**src/rtl/id_ex_alu_issue_pkg.sv**
```systemverilog
// ----------------------------------------------------------------------------
// id_ex_alu_issue_pkg
// Shared definitions for the ID/EX issue stage and the ALU:
//   - func_t      : 4-bit ALU function code
//   - OP_* / FN_* : MIPS opcode and R-type funct constants
//   - src2_t      : selector for the second ALU operand
//   - dec_t       : bundle produced by alu_decode
//   - ex_t        : contents of the ID/EX output register
// ----------------------------------------------------------------------------
package id_ex_alu_issue_pkg;

  typedef enum logic [3:0] {
    FUNC_AND  = 4'b0000,
    FUNC_OR   = 4'b0001,
    FUNC_ADD  = 4'b0010,
    FUNC_XOR  = 4'b0011,
    FUNC_XNOR = 4'b0100,
    FUNC_LUI  = 4'b0101,
    FUNC_SLT  = 4'b0111,
    FUNC_SUB  = 4'b1010
  } func_t;

  localparam logic [5:0] OP_RTYPE = 6'b000000;
  localparam logic [5:0] OP_ADDI  = 6'b001000;
  localparam logic [5:0] OP_ADDIU = 6'b001001;
  localparam logic [5:0] OP_SLTI  = 6'b001010;
  localparam logic [5:0] OP_SLTIU = 6'b001011;
  localparam logic [5:0] OP_ANDI  = 6'b001100;
  localparam logic [5:0] OP_ORI   = 6'b001101;
  localparam logic [5:0] OP_XORI  = 6'b001110;
  localparam logic [5:0] OP_LUI   = 6'b001111;
  localparam logic [5:0] OP_LW    = 6'b100011;
  localparam logic [5:0] OP_SW    = 6'b101011;

  localparam logic [5:0] FN_ADD  = 6'b100000;
  localparam logic [5:0] FN_ADDU = 6'b100001;
  localparam logic [5:0] FN_SUB  = 6'b100010;
  localparam logic [5:0] FN_SUBU = 6'b100011;
  localparam logic [5:0] FN_AND  = 6'b100100;
  localparam logic [5:0] FN_OR   = 6'b100101;
  localparam logic [5:0] FN_XOR  = 6'b100110;
  localparam logic [5:0] FN_SLT  = 6'b101010;
  localparam logic [5:0] FN_SLTU = 6'b101011;

  typedef enum logic [1:0] {
    SRC2_RT   = 2'd0,
    SRC2_SEXT = 2'd1,
    SRC2_ZEXT = 2'd2,
    SRC2_ZERO = 2'd3
  } src2_t;

  typedef struct packed {
    func_t func;
    src2_t src2;
    logic  in1_imm;
    logic  dest_rt;
    logic  reg_write;
    logic  mem_read;
    logic  mem_write;
    logic  uses_rs;
    logic  uses_rt;
    logic  illegal;
  } dec_t;

  typedef struct packed {
    logic        valid;
    logic        illegal;
    logic        reg_write;
    logic        mem_read;
    logic        mem_write;
    logic [4:0]  wr_reg;
    func_t       func;
    logic [31:0] in1;
    logic [31:0] in2;
    logic [31:0] store_data;
  } ex_t;

endpackage

```
**src/rtl/id_ex_alu_issue_alu_decode.sv**
```systemverilog
// ----------------------------------------------------------------------------
// alu_decode
// Purely combinational decode of a MIPS opcode/funct pair into the ALU
// function, second-operand source, destination choice, memory/writeback
// controls, source-register usage and an illegal flag.
//   op_i    : instruction bits [31:26]
//   funct_i : instruction bits [5:0]
//   dec_o   : decoded control bundle (dec_t)
// ----------------------------------------------------------------------------
module alu_decode
  import id_ex_alu_issue_pkg::*;
(
  input  logic [5:0] op_i,
  input  logic [5:0] funct_i,
  output dec_t       dec_o
);

  // Source usage follows the load-use rules: rs is read by everything but
  // lui, rt only by R-type and sw. Unsupported encodings drop all controls.
  always_comb begin
    dec_o         = '0;
    dec_o.func    = FUNC_AND;
    dec_o.src2    = SRC2_RT;
    dec_o.uses_rs = (op_i != OP_LUI);
    dec_o.uses_rt = (op_i == OP_RTYPE) || (op_i == OP_SW);
    case (op_i)
      OP_RTYPE: begin
        dec_o.reg_write = 1'b1;
        case (funct_i)
          FN_ADD, FN_ADDU: dec_o.func = FUNC_ADD;
          FN_SUB, FN_SUBU: dec_o.func = FUNC_SUB;
          FN_AND:          dec_o.func = FUNC_AND;
          FN_OR:           dec_o.func = FUNC_OR;
          FN_XOR:          dec_o.func = FUNC_XOR;
          FN_SLT, FN_SLTU: dec_o.func = FUNC_SLT;
          default:         dec_o.illegal = 1'b1;
        endcase
      end
      OP_ADDI, OP_ADDIU, OP_SLTI, OP_SLTIU: begin
        dec_o.func      = (op_i == OP_ADDI || op_i == OP_ADDIU) ? FUNC_ADD : FUNC_SLT;
        dec_o.src2      = SRC2_SEXT;
        dec_o.dest_rt   = 1'b1;
        dec_o.reg_write = 1'b1;
      end
      OP_ANDI, OP_ORI, OP_XORI: begin
        dec_o.func      = (op_i == OP_ANDI) ? FUNC_AND :
                          (op_i == OP_ORI)  ? FUNC_OR  : FUNC_XOR;
        dec_o.src2      = SRC2_ZEXT;
        dec_o.dest_rt   = 1'b1;
        dec_o.reg_write = 1'b1;
      end
      OP_LUI: begin
        dec_o.func      = FUNC_LUI;
        dec_o.src2      = SRC2_ZERO;
        dec_o.in1_imm   = 1'b1;
        dec_o.dest_rt   = 1'b1;
        dec_o.reg_write = 1'b1;
      end
      OP_LW: begin
        dec_o.func      = FUNC_ADD;
        dec_o.src2      = SRC2_SEXT;
        dec_o.dest_rt   = 1'b1;
        dec_o.reg_write = 1'b1;
        dec_o.mem_read  = 1'b1;
      end
      OP_SW: begin
        dec_o.func      = FUNC_ADD;
        dec_o.src2      = SRC2_SEXT;
        dec_o.dest_rt   = 1'b1;
        dec_o.mem_write = 1'b1;
      end
      default: dec_o.illegal = 1'b1;
    endcase
    if (dec_o.illegal) begin
      dec_o.reg_write = 1'b0;
      dec_o.mem_read  = 1'b0;
      dec_o.mem_write = 1'b0;
    end
  end

endmodule

```
**src/rtl/id_ex_alu_issue.sv**
```systemverilog
// ----------------------------------------------------------------------------
// id_ex_alu_issue
// ID/EX pipeline register with decode, operand forwarding and load-use
// hazard detection. A decoded instruction appears on the outputs exactly one
// cycle after it is presented.
//   clk, rst           : clock, synchronous active-high reset
//   id_valid, id_instr : instruction from ID
//   id_rs_data/rt_data : register-file read data
//   ex_alu_result      : ALU result of the instruction held here (forwarding)
//   wb_we/reg/data     : writeback-stage forwarding source
//   stall, flush       : freeze output register / kill captured instruction
//   id_hold            : combinational load-use hold request to ID/IF
//   ex_valid, In1, In2, Func, ex_wr_reg, ex_reg_write, ex_mem_read,
//   ex_mem_write, ex_store_data, ex_illegal : registered EX-stage outputs
// ----------------------------------------------------------------------------
module id_ex_alu_issue
  import id_ex_alu_issue_pkg::*;
(
  input  logic        clk,
  input  logic        rst,
  input  logic        id_valid,
  input  logic [31:0] id_instr,
  input  logic [31:0] id_rs_data,
  input  logic [31:0] id_rt_data,
  input  logic [31:0] ex_alu_result,
  input  logic        wb_we,
  input  logic [4:0]  wb_reg,
  input  logic [31:0] wb_data,
  input  logic        stall,
  input  logic        flush,
  output logic        id_hold,
  output logic        ex_valid,
  output logic [31:0] In1,
  output logic [31:0] In2,
  output func_t       Func,
  output logic [4:0]  ex_wr_reg,
  output logic        ex_reg_write,
  output logic        ex_mem_read,
  output logic        ex_mem_write,
  output logic [31:0] ex_store_data,
  output logic        ex_illegal
);

  localparam ex_t EX_BUBBLE = '0;

  ex_t         ex_q, ex_d, capture;
  dec_t        dec;
  logic [4:0]  rs, rt, rd;
  logic [15:0] imm;
  logic [31:0] rs_fwd, rt_fwd;
  logic        shamt_unused;

  assign rs           = id_instr[25:21];
  assign rt           = id_instr[20:16];
  assign rd           = id_instr[15:11];
  assign imm          = id_instr[15:0];
  assign shamt_unused = ^id_instr[10:6];

  alu_decode u_alu_decode (
    .op_i    (id_instr[31:26]),
    .funct_i (id_instr[5:0]),
    .dec_o   (dec)
  );

  // A load's result is not available as ex_alu_result, so it never forwards
  // from EX; that case is covered by the load-use hold instead.
  function automatic logic [31:0] fwd(input logic [4:0] idx, input logic [31:0] rf,
                                      input ex_t ex, input logic [31:0] alu,
                                      input logic we, input logic [4:0] wreg,
                                      input logic [31:0] wdata);
    if (idx == 5'd0)
      return rf;
    else if (ex.valid && ex.reg_write && !ex.mem_read && ex.wr_reg == idx)
      return alu;
    else if (we && wreg == idx)
      return wdata;
    else
      return rf;
  endfunction

  assign rs_fwd = fwd(rs, id_rs_data, ex_q, ex_alu_result, wb_we, wb_reg, wb_data);
  assign rt_fwd = fwd(rt, id_rt_data, ex_q, ex_alu_result, wb_we, wb_reg, wb_data);

  assign id_hold = id_valid && ex_q.valid && ex_q.mem_read && (ex_q.wr_reg != 5'd0) &&
                   ((dec.uses_rs && rs == ex_q.wr_reg) || (dec.uses_rt && rt == ex_q.wr_reg));

  // Build the candidate register contents for the instruction in ID.
  always_comb begin
    capture = EX_BUBBLE;
    if (dec.illegal) begin
      capture.illegal = 1'b1;
    end else begin
      capture.valid      = 1'b1;
      capture.func       = dec.func;
      capture.in1        = dec.in1_imm ? {16'h0000, imm} : rs_fwd;
      case (dec.src2)
        SRC2_SEXT: capture.in2 = {{16{imm[15]}}, imm};
        SRC2_ZEXT: capture.in2 = {16'h0000, imm};
        SRC2_ZERO: capture.in2 = 32'h0;
        default:   capture.in2 = rt_fwd;
      endcase
      capture.wr_reg     = dec.dest_rt ? rt : rd;
      capture.reg_write  = dec.reg_write && (capture.wr_reg != 5'd0);
      capture.mem_read   = dec.mem_read;
      capture.mem_write  = dec.mem_write;
      capture.store_data = rt_fwd;
    end
  end

  // Edge priority: flush, then stall (hold everything), then load-use bubble.
  always_comb begin
    ex_d = ex_q;
    if (flush)
      ex_d = EX_BUBBLE;
    else if (stall)
      ex_d = ex_q;
    else if (id_hold)
      ex_d = EX_BUBBLE;
    else if (id_valid)
      ex_d = capture;
    else
      ex_d = EX_BUBBLE;
  end

  always_ff @(posedge clk) begin
    if (rst)
      ex_q <= EX_BUBBLE;
    else
      ex_q <= ex_d;
  end

  assign ex_valid      = ex_q.valid;
  assign ex_illegal    = ex_q.illegal;
  assign ex_reg_write  = ex_q.reg_write;
  assign ex_mem_read   = ex_q.mem_read;
  assign ex_mem_write  = ex_q.mem_write;
  assign ex_wr_reg     = ex_q.wr_reg;
  assign Func          = ex_q.func;
  assign In1           = ex_q.in1;
  assign In2           = ex_q.in2;
  assign ex_store_data = ex_q.store_data;

endmodule

```
**config.mk**
```make
export PLATFORM = sky130hd
export DESIGN_NAME = id_ex_alu_issue
export DESIGN_NICKNAME = d
export VERILOG_FILES = /design/src/rtl/id_ex_alu_issue_pkg.sv /design/src/rtl/id_ex_alu_issue_alu_decode.sv /design/src/rtl/id_ex_alu_issue.sv
export SDC_FILE = /design/constraint.sdc
export NUM_CORES = 1
export LEC_CHECK = 0
export CORE_MARGIN = 4
export CORE_UTILIZATION = 40
export CTS_BUF_LIST = sky130_fd_sc_hd__clkbuf_16
export DETAILED_ROUTE_END_ITERATION = 16
export PLACE_DENSITY = 0.85
export RECOVER_POWER = 50
export SLEW_MARGIN = 10
export SYNTH_ARGS = -nofsm -noshare
export SYNTH_HDL_FRONTEND = slang
export SYNTH_HIERARCHICAL = 1
export SYNTH_SLANG_ARGS = --single-unit
```
**constraint.sdc**
```tcl
create_clock -name clk -period 3.1 [get_ports clk]
set_clock_uncertainty 0.05 [all_clocks]
set_input_delay 0.31 -clock clk [delete_from_list [all_inputs] [get_ports clk]]
set_output_delay 0.31 -clock clk [all_outputs]
set_load 0.01 [all_outputs]
```
After elaboration in Yosys (flattened, before gate mapping)

Cells that the tools add are included.

Register bits: 110
Output and inout port bits: 111

Eq/ne operators: 29
Mux-type cells: 28
Reduce and logical (&&, ||, !) cells: 33

Operators with widths:

| cell                                                   | number |
|---|---|
| two-way mux 32 bit                                     | 7 |
| two-way mux 110 bit                                    | 2 |
| two-way mux 108 bit                                    | 1 |
| case mux 32 bit (3 select lines)                       | 1 |
| equality test 6 bit (second input constant)            | 11 |
| equality test 6 x 4 -> 1 bit (second input constant)   | 8 |
| case mux 4 bit (5 select lines)                        | 2 |
| equality test 5 bit                                    | 6 |
| OR reduction 10 bit                                    | 2 |
| logical AND 1 bit                                      | 13 |
| logical NOT 5 bit                                      | 2 |
| nonzero test 5 bit                                     | 2 |
| OR reduction 2 bit                                     | 5 |
| OR reduction 9 bit                                     | 1 |
| two-way mux 1 bit                                      | 8 |
| logical NOT 6 bit                                      | 1 |
| two-way mux 3 bit                                      | 2 |
| inequality test 6 x 4 -> 1 bit (second input constant) | 1 |
| case mux 2 bit (3 select lines)                        | 1 |
| OR reduction 6 bit                                     | 1 |
| two-way mux 5 bit                                      | 1 |
| equality test 2 bit (second input constant)            | 2 |
| two-way mux 4 bit                                      | 1 |
| OR reduction 4 bit                                     | 1 |
| other kinds (6)                                        | 8 |

Depth between registers and ports, before layout

Gate-level depths: netlist of the first run.

Word-level depth: 9
Mapped depth: 11
Gate-level depth less buffers: 8

Hierarchy

The synthesis of the first run kept the hierarchy.

Modules (own cells, without submodules):

| module          | times used | cells each | area an instance (um2) |
|---|---|---|---|
| id_ex_alu_issue | 1          | 700        | 5967.0 |
| alu_decode      | 1          | 49         | 332.8 |

Worst setup path before layout of the first run

No wires, ideal clock.

Path kind: input-to-reg
Start: in id_instr[26]
End: reg ex_q, in the netlist In1[26]
Setup time: 0.070 ns
Data arrival time: 2.264 ns
Required time: 2.980 ns
Slack: 0.716 ns
Cell stages on the path: 8
Cell sequence: or4_1 a31oi_1 o21ai_1 or3_1 a211oi_2 buf_2 a21oi_1 a21oi_1

RTL lines:

| item                 | RTL line               | source |
|---|---|---|
| from (decl)          | id_ex_alu_issue.sv:22  | `input logic [31:0] id_instr,` |
| to (signal assigned) | id_ex_alu_issue.sv:127 | `ex_q <= EX_BUBBLE;` |
| to (signal assigned) | id_ex_alu_issue.sv:129 | `ex_q <= ex_d;` |
| to (decl)            | id_ex_alu_issue.sv:46  | `ex_t ex_q, ex_d, capture;` |

==> results of run 1 <==
-- critical path: cells and delay by family --
kind                   cells  cell delay (ps)
buffers and inverters      3             1120
AND/OR/NAND/NOR            4              850
AO/OA/AOI/OAI              2              280
-- cell usage after synthesis (2+ instances only) --
master | count | area [um^2]
a21o_1 | 27 | 202.7
a21oi_1 | 73 | 365.4
a221oi_1 | 11 | 96.34
a221oi_2 | 14 | 210.2
a22oi_1 | 37 | 277.8
a32oi_1 | 22 | 192.7
and3_1 | 2 | 12.51
buf_2 | 12 | 60.06
buf_4 | 6 | 45.04
buf_6 | 4 | 45.04
clkbuf_1 | 48 | 180.2
dfxtp_1 | 110 | 2202
inv_1 | 4 | 15.01
mux2_2 | 7 | 78.83
nand2_1 | 87 | 326.6
nand2b_1 | 21 | 131.4
nand3_1 | 31 | 155.2
nand4_1 | 3 | 18.77
nor2_1 | 22 | 82.58
nor2_2 | 2 | 12.51
nor2b_1 | 4 | 25.02
nor3_1 | 4 | 20.02
nor3_2 | 3 | 30.03
nor3b_1 | 2 | 15.01
nor4bb_1 | 2 | 20.02
o21ai_0 | 48 | 240.2
o21ai_1 | 10 | 50.05
o21bai_1 | 5 | 37.54
o22ai_1 | 23 | 143.9
o22ai_2 | 11 | 137.6
o31ai_1 | 5 | 37.54
o32a_1 | 31 | 310.3
or2_1 | 2 | 12.51
or2_2 | 2 | 12.51
or3_1 | 9 | 56.30
or4_1 | 4 | 30.03
xnor2_1 | 13 | 113.9
xor2_1 | 7 | 61.31
-- final cells by class --
type | instances | share of cell area
Clock buffer | 9 | 0.02306
Clock inverter | 7 | 0.006533
Inverter | 4 | 0.001537
Multi-Input combinational cell | 565 | 0.3871
Sequential cell | 110 | 0.2255
Tap cell | 211 | 0.02703
Timing Repair Buffer | 323 | 0.3292
-- routing by layer --
metal,track usage,vias to the layer above,share of wire
met5,0,-,0
met4,0.1206,0,0.039
met3,0.09441,75,0.11
met2,0.5082,508,0.48
met1,0.3320,3524,0.36
li1,-,3387,-
-- power by group --
part	internal (mW)	leakage (nW)	total, mW	switching [mW]
sequential	1.42	0.886	1.43	0.00603
combinational	0.312	2.53	0.564	0.252
clock	0.565	0.142	1.16	0.596
-- kinds of logic (layout without fill, tap and decap cells) --
family,Yosys count,in the layout
mux,7,7
xor+xnor,21,21
buf+inv,74,343
simple gates,209,209
compound gates,328,328
flops,110,110
-- worst max path at each step --
| stage | start | endpoint | slack [ps] | cells past startpoint |
|---|---|---|---|---|
| final | id_instr[28] | id_hold | 160 | 9 |
| after global routing | id_instr[28] | id_hold | 10 | 9 |
| after detailed placement | id_instr[31] | In2[5] | 90 | 9 |
| after floorplan | id_instr[26] | In1[26] | 720 | 8 |
| after global placement | id_instr[31] | In1[29] | 170 | 9 |
| after CTS | id_instr[26] | id_hold | 180 | 10 |
==> results.yml, run 1 <==
sta:
  slew_viol_final: 0
  fin_ws_ps: 163.6
  tightest_slew_ps: 649.6
  whs_ps: 394.2
  period_share: 0.9472
  tns_ps: 0
  rsz0062_at_grt: "no"
  min_period_ps: 2936
  hold_violations: 0
  setup_viol: 0
  slew_headroom: 0.5659
  fmax_ghz: 0.3406
critical_path:
  cp_max_fo: 8
  rrSetupSlack_ps: 680
  r2r-start: "ex_wr_reg[1]"
  crit_chain: "clkdlybuf4s50_1 -> nand4b_2 -> nor3b_2 -> a21o_1 -> nand3_1 -> o2bb2ai_2 -> nand2_1 -> inv_1 -> clkdlybuf4s50_1"
  cp_common_cell: "clkdlybuf4s50_1"
  arrival_ps: 2580
  slowest_stage: "clkdlybuf4s50_1"
  max_stage_delay_ps: 540
  cp-end-kind: "output port"
  ff2ff_path_depth: 7
  worst-setup-path-type: "in2out"
  startpoint_type: "input pin"
  timing.rr.end: "ex_store_data[10]"
  crit_required_ps: 2740
floorplanning:
  start_util: 0.4114
  row_count: 45
  die_w_um: 133.5
  fp.dieH_um: 133.5
  fp.dieArea_um2: 17820
  core_um2: 15310
  io_pins: 282
layout:
  fillers: 1325
  multi_input_area_um2: 3781
  layout_commonest_cell: "clkdlybuf4s50_1"
  layout.nets: 1184
  diodes: 0
  drive_gt1_frac: 0.1090
  fin_cells: 1229
  regArea_um2: 2202
  final_util: 0.6377
  area_delta_synth_final_pct: 55.03
  stdcell_area_um2: 9767
  layout_common_cells: "clkdlybuf4s50_1, dfxtp_1, dlygate4sd3_1"
logic_synthesis:
  synth-seq-cells: 110
  syn-cell-area_um2: 6300
  synth_top_family_by_area: "compound AO/OA/AOI/OAI gates"
  synthMuxAreaShare: 0.01251
  seq_area_frac_synth: 0.3496
  synthDistinctLibCells: 59
  ys_warn_count: 6
  synth-main-ff-cell: "dfxtp_1"
  postSynthCellCount: 749
  synth-edff-count: 0
  synth_xor_area_frac: 0.03039
  syn_nets: 920
  syn_avg_cell_area_um2: 8.411
  synthArstFlopShare: 0
  synth_compound_area_frac: 0.3851
  yosys.area_share.simple: 0.1676
  synth_adder_area_share: 0
run:
  maxCapViolCount: 0
power:
  power_mw: 3.150
  p_leak_nw: 3.562
  power_density_nw_per_um2: 322.5
  peakVddDrop_uv: 355.8
grt:
  grt_usage: 0.2927
  antenna_found_initial: 0
  grt_max_degree: 47
  grt_pass1_wl_um: 41260
  grt-ovfl-total: 0
  grt_pass1_vias: 7349
clock_network:
  ctsResizeCount: 0
  hold_buffers: 0
  clk_latency_ps: 350
  tritoncts_num_sinks: 110
  htreeDepth: 3
  cts_setup_buffers: 0
  cts_buffer_depth: 2
  numCtsBuffers: 9
  cts_root_buf: "clkbuf_16"
  cts_tree: "built"
  clk_pin_slew_worst_paths_ps: 80
placement:
  port_buffers: 281
  post-place-ws_ps: 88.43
  hpwlAfterDp_um: 20580
  postPlaceCellArea_um2: 9478
  routabilityCongestion: 0.9454
  placed_cells: 1213
min_path:
  min_delay_path_depth: 2
  min_path_type: "reg2reg"
  worstHoldEndpoint: "ex_store_data[17]"
  hold_start: "ex_store_data[17]"
routing:
  vias: 7494
  wl_per_cell_um: 22.35
  drt_iter0_drc: 809
  totalWireLength_um: 27470
  drc: 0
  vias_per_cell: 6.098
  dr.pass1.iters: 5
  ant_nets: 0
outcome:
  outcome: "complete, no violations"
Note: power is estimated with default switching activity, not from simulation.
==> run 2: changes to the inputs <==
--- a/config.mk
+++ b/config.mk
@@ -5,10 +5,12 @@
 export SDC_FILE = /design/constraint.sdc
 export NUM_CORES = 1
 export LEC_CHECK = 0
+export ABC_CLOCK_PERIOD_IN_PS = 3100
 export CORE_MARGIN = 4
 export CORE_UTILIZATION = 40
 export CTS_BUF_LIST = sky130_fd_sc_hd__clkbuf_16
 export DETAILED_ROUTE_END_ITERATION = 16
+export GPL_ROUTABILITY_DRIVEN = 0
 export PLACE_DENSITY = 0.85
 export RECOVER_POWER = 50
 export SLEW_MARGIN = 10
==> run 2 against run 1 <==
  * Critical path depth did not move
  * Sequential share of layout area barely moved
  * Combinational power fell by 1%
  * Die area did not move
  * Sequential cell count did not move
  * Sequential power barely moved
  * Core utilization barely moved
  * Design area barely moved
  * Worst hold slack improved by 7.2 ps
  * Critical endpoint unchanged
  * Largest power group unchanged
  * Highest routed layer unchanged
==> results.yml, run 2 (synthesis results as in run 1) <==
outcome:
  outcome: "complete, no violations"
clock_network:
  ctsResizeCount: 0
  htreeDepth: 3
  cts_tree: "built"
  cts_buffer_depth: 2
  clk_pin_slew_worst_paths_ps: 80
  numCtsBuffers: 9
  cts_root_buf: "clkbuf_16"
  cts_setup_buffers: 0
  tritoncts_num_sinks: 110
  hold_buffers: 0
  clk_latency_ps: 360
floorplanning:
  fp.dieArea_um2: 17820
  die_w_um: 133.5
  row_count: 45
  fp.dieH_um: 133.5
  start_util: 0.4114
  core_um2: 15310
  io_pins: 282
power:
  p_leak_nw: 3.564
  peakVddDrop_uv: 291.1
  power_density_nw_per_um2: 326.1
layout:
  fillers: 1310
  layout.nets: 1185
  layout_commonest_cell: "clkdlybuf4s50_1"
  drive_gt1_frac: 0.1089
  stdcell_area_um2: 9761
  multi_input_area_um2: 3794
  area_delta_synth_final_pct: 54.94
  layout_common_cells: "clkdlybuf4s50_1, dfxtp_1, dlygate4sd3_1"
  fin_cells: 1231
  regArea_um2: 2202
routing:
  totalWireLength_um: 27350
  drt_iter0_drc: 716
  wl_per_cell_um: 22.22
  ant_nets: 0
  vias: 7464
  vias_per_cell: 6.063
  dr.pass1.iters: 5
  drc: 0
critical_path:
  cp-end-kind: "output port"
  timing.rr.end: "ex_store_data[10]"
  cp-endpoint: "id_hold"
  cp_max_fo: 8
  r2r-start: "ex_wr_reg[1]"
  rrSetupSlack_ps: 610
  cp-startpoint: "id_instr[28]"
  ff2ff_path_depth: 7
  worst-setup-path-type: "in2out"
  arrival_ps: 2620
  startpoint_type: "input pin"
  crit_required_ps: 2740
sta:
  setup_viol: 0
  hold_violations: 0
  period_share: 0.9617
  slew_headroom: 0.5559
  fmax_ghz: 0.3354
  tightest_slew_ps: 666.1
  slew_viol_final: 0
  min_period_ps: 2981
  whs_ps: 401.4
  tns_ps: 0
  fin_ws_ps: 118.6
placement:
  hpwlAfterDp_um: 20770
  postPlaceCellArea_um2: 9448
  placed_cells: 1214
  port_buffers: 281
  post-place-ws_ps: 27.42
grt:
  grt_pass1_vias: 7411
  antenna_found_initial: 1
  grt_max_degree: 47
  grt_pass1_wl_um: 41360
  grt_usage: 0.2946
  grt-ovfl-total: 0
run:
  maxCapViolCount: 0
min_path:
  min_path_type: "reg2reg"
run 2: worst min-delay path by stage:
stage                      start           endpoint  depth (start not counted)
6_report        ex_store_data[3]   ex_store_data[3]                          2
5_1_grt        ex_store_data[17]  ex_store_data[17]                          2
4_1_cts        ex_store_data[25]  ex_store_data[25]                          2
3_5_place_dp   ex_store_data[25]  ex_store_data[25]                          2
3_3_place_gp   ex_store_data[21]  ex_store_data[21]                          2
2_1_floorplan        id_instr[0]             In2[0]                          2
run 2: stage by stage:
stage | total power, mW | utilization
2_1_floorplan | 1.667 | -
3_3_place_gp | 2.008 | 0.6169
3_5_place_dp | 2.012 | 0.6169
4_1_cts | 3.196 | 0.6362
5_1_grt | 3.277 | 0.6373
6_report | 3.182 | 0.6373
run 2: cell type report:
type	count	area share
flip-flops and latches	110	0.2256
diodes	1	0.0002564
repair buffers	324	0.3266
multi-input cells	565	0.3887
inverters	4	0.001538
clock buffers	9	0.02307
clock inverters	7	0.007179
well taps	211	0.02705
run 2: power breakdown:
group          internal [mW]  switching (mW)  total [mW]
clock network          0.629           0.570        1.20
registers               1.42         0.00607        1.43
logic                  0.310           0.249       0.558
total                   2.36           0.825        3.18
run 2: worst max-delay path, stage by stage:
cell	delay [ps]
clkdlybuf4s50_1	510
nand4b_2	330
nor3b_2	280
a21o_1	130
nand3_1	110
o2bb2ai_4	230
nand2_1	100
inv_1	70
clkdlybuf4s50_1	550
run 2: layer usage:
layer / vias to the layer above / track usage / part of all wire
met5: - / 0 / 0
met4: 0 / 0.1429 / 0.047
met3: 87 / 0.09177 / 0.11
met2: 488 / 0.5025 / 0.48
met1: 3499 / 0.3345 / 0.36
li1: 3390 / - / -
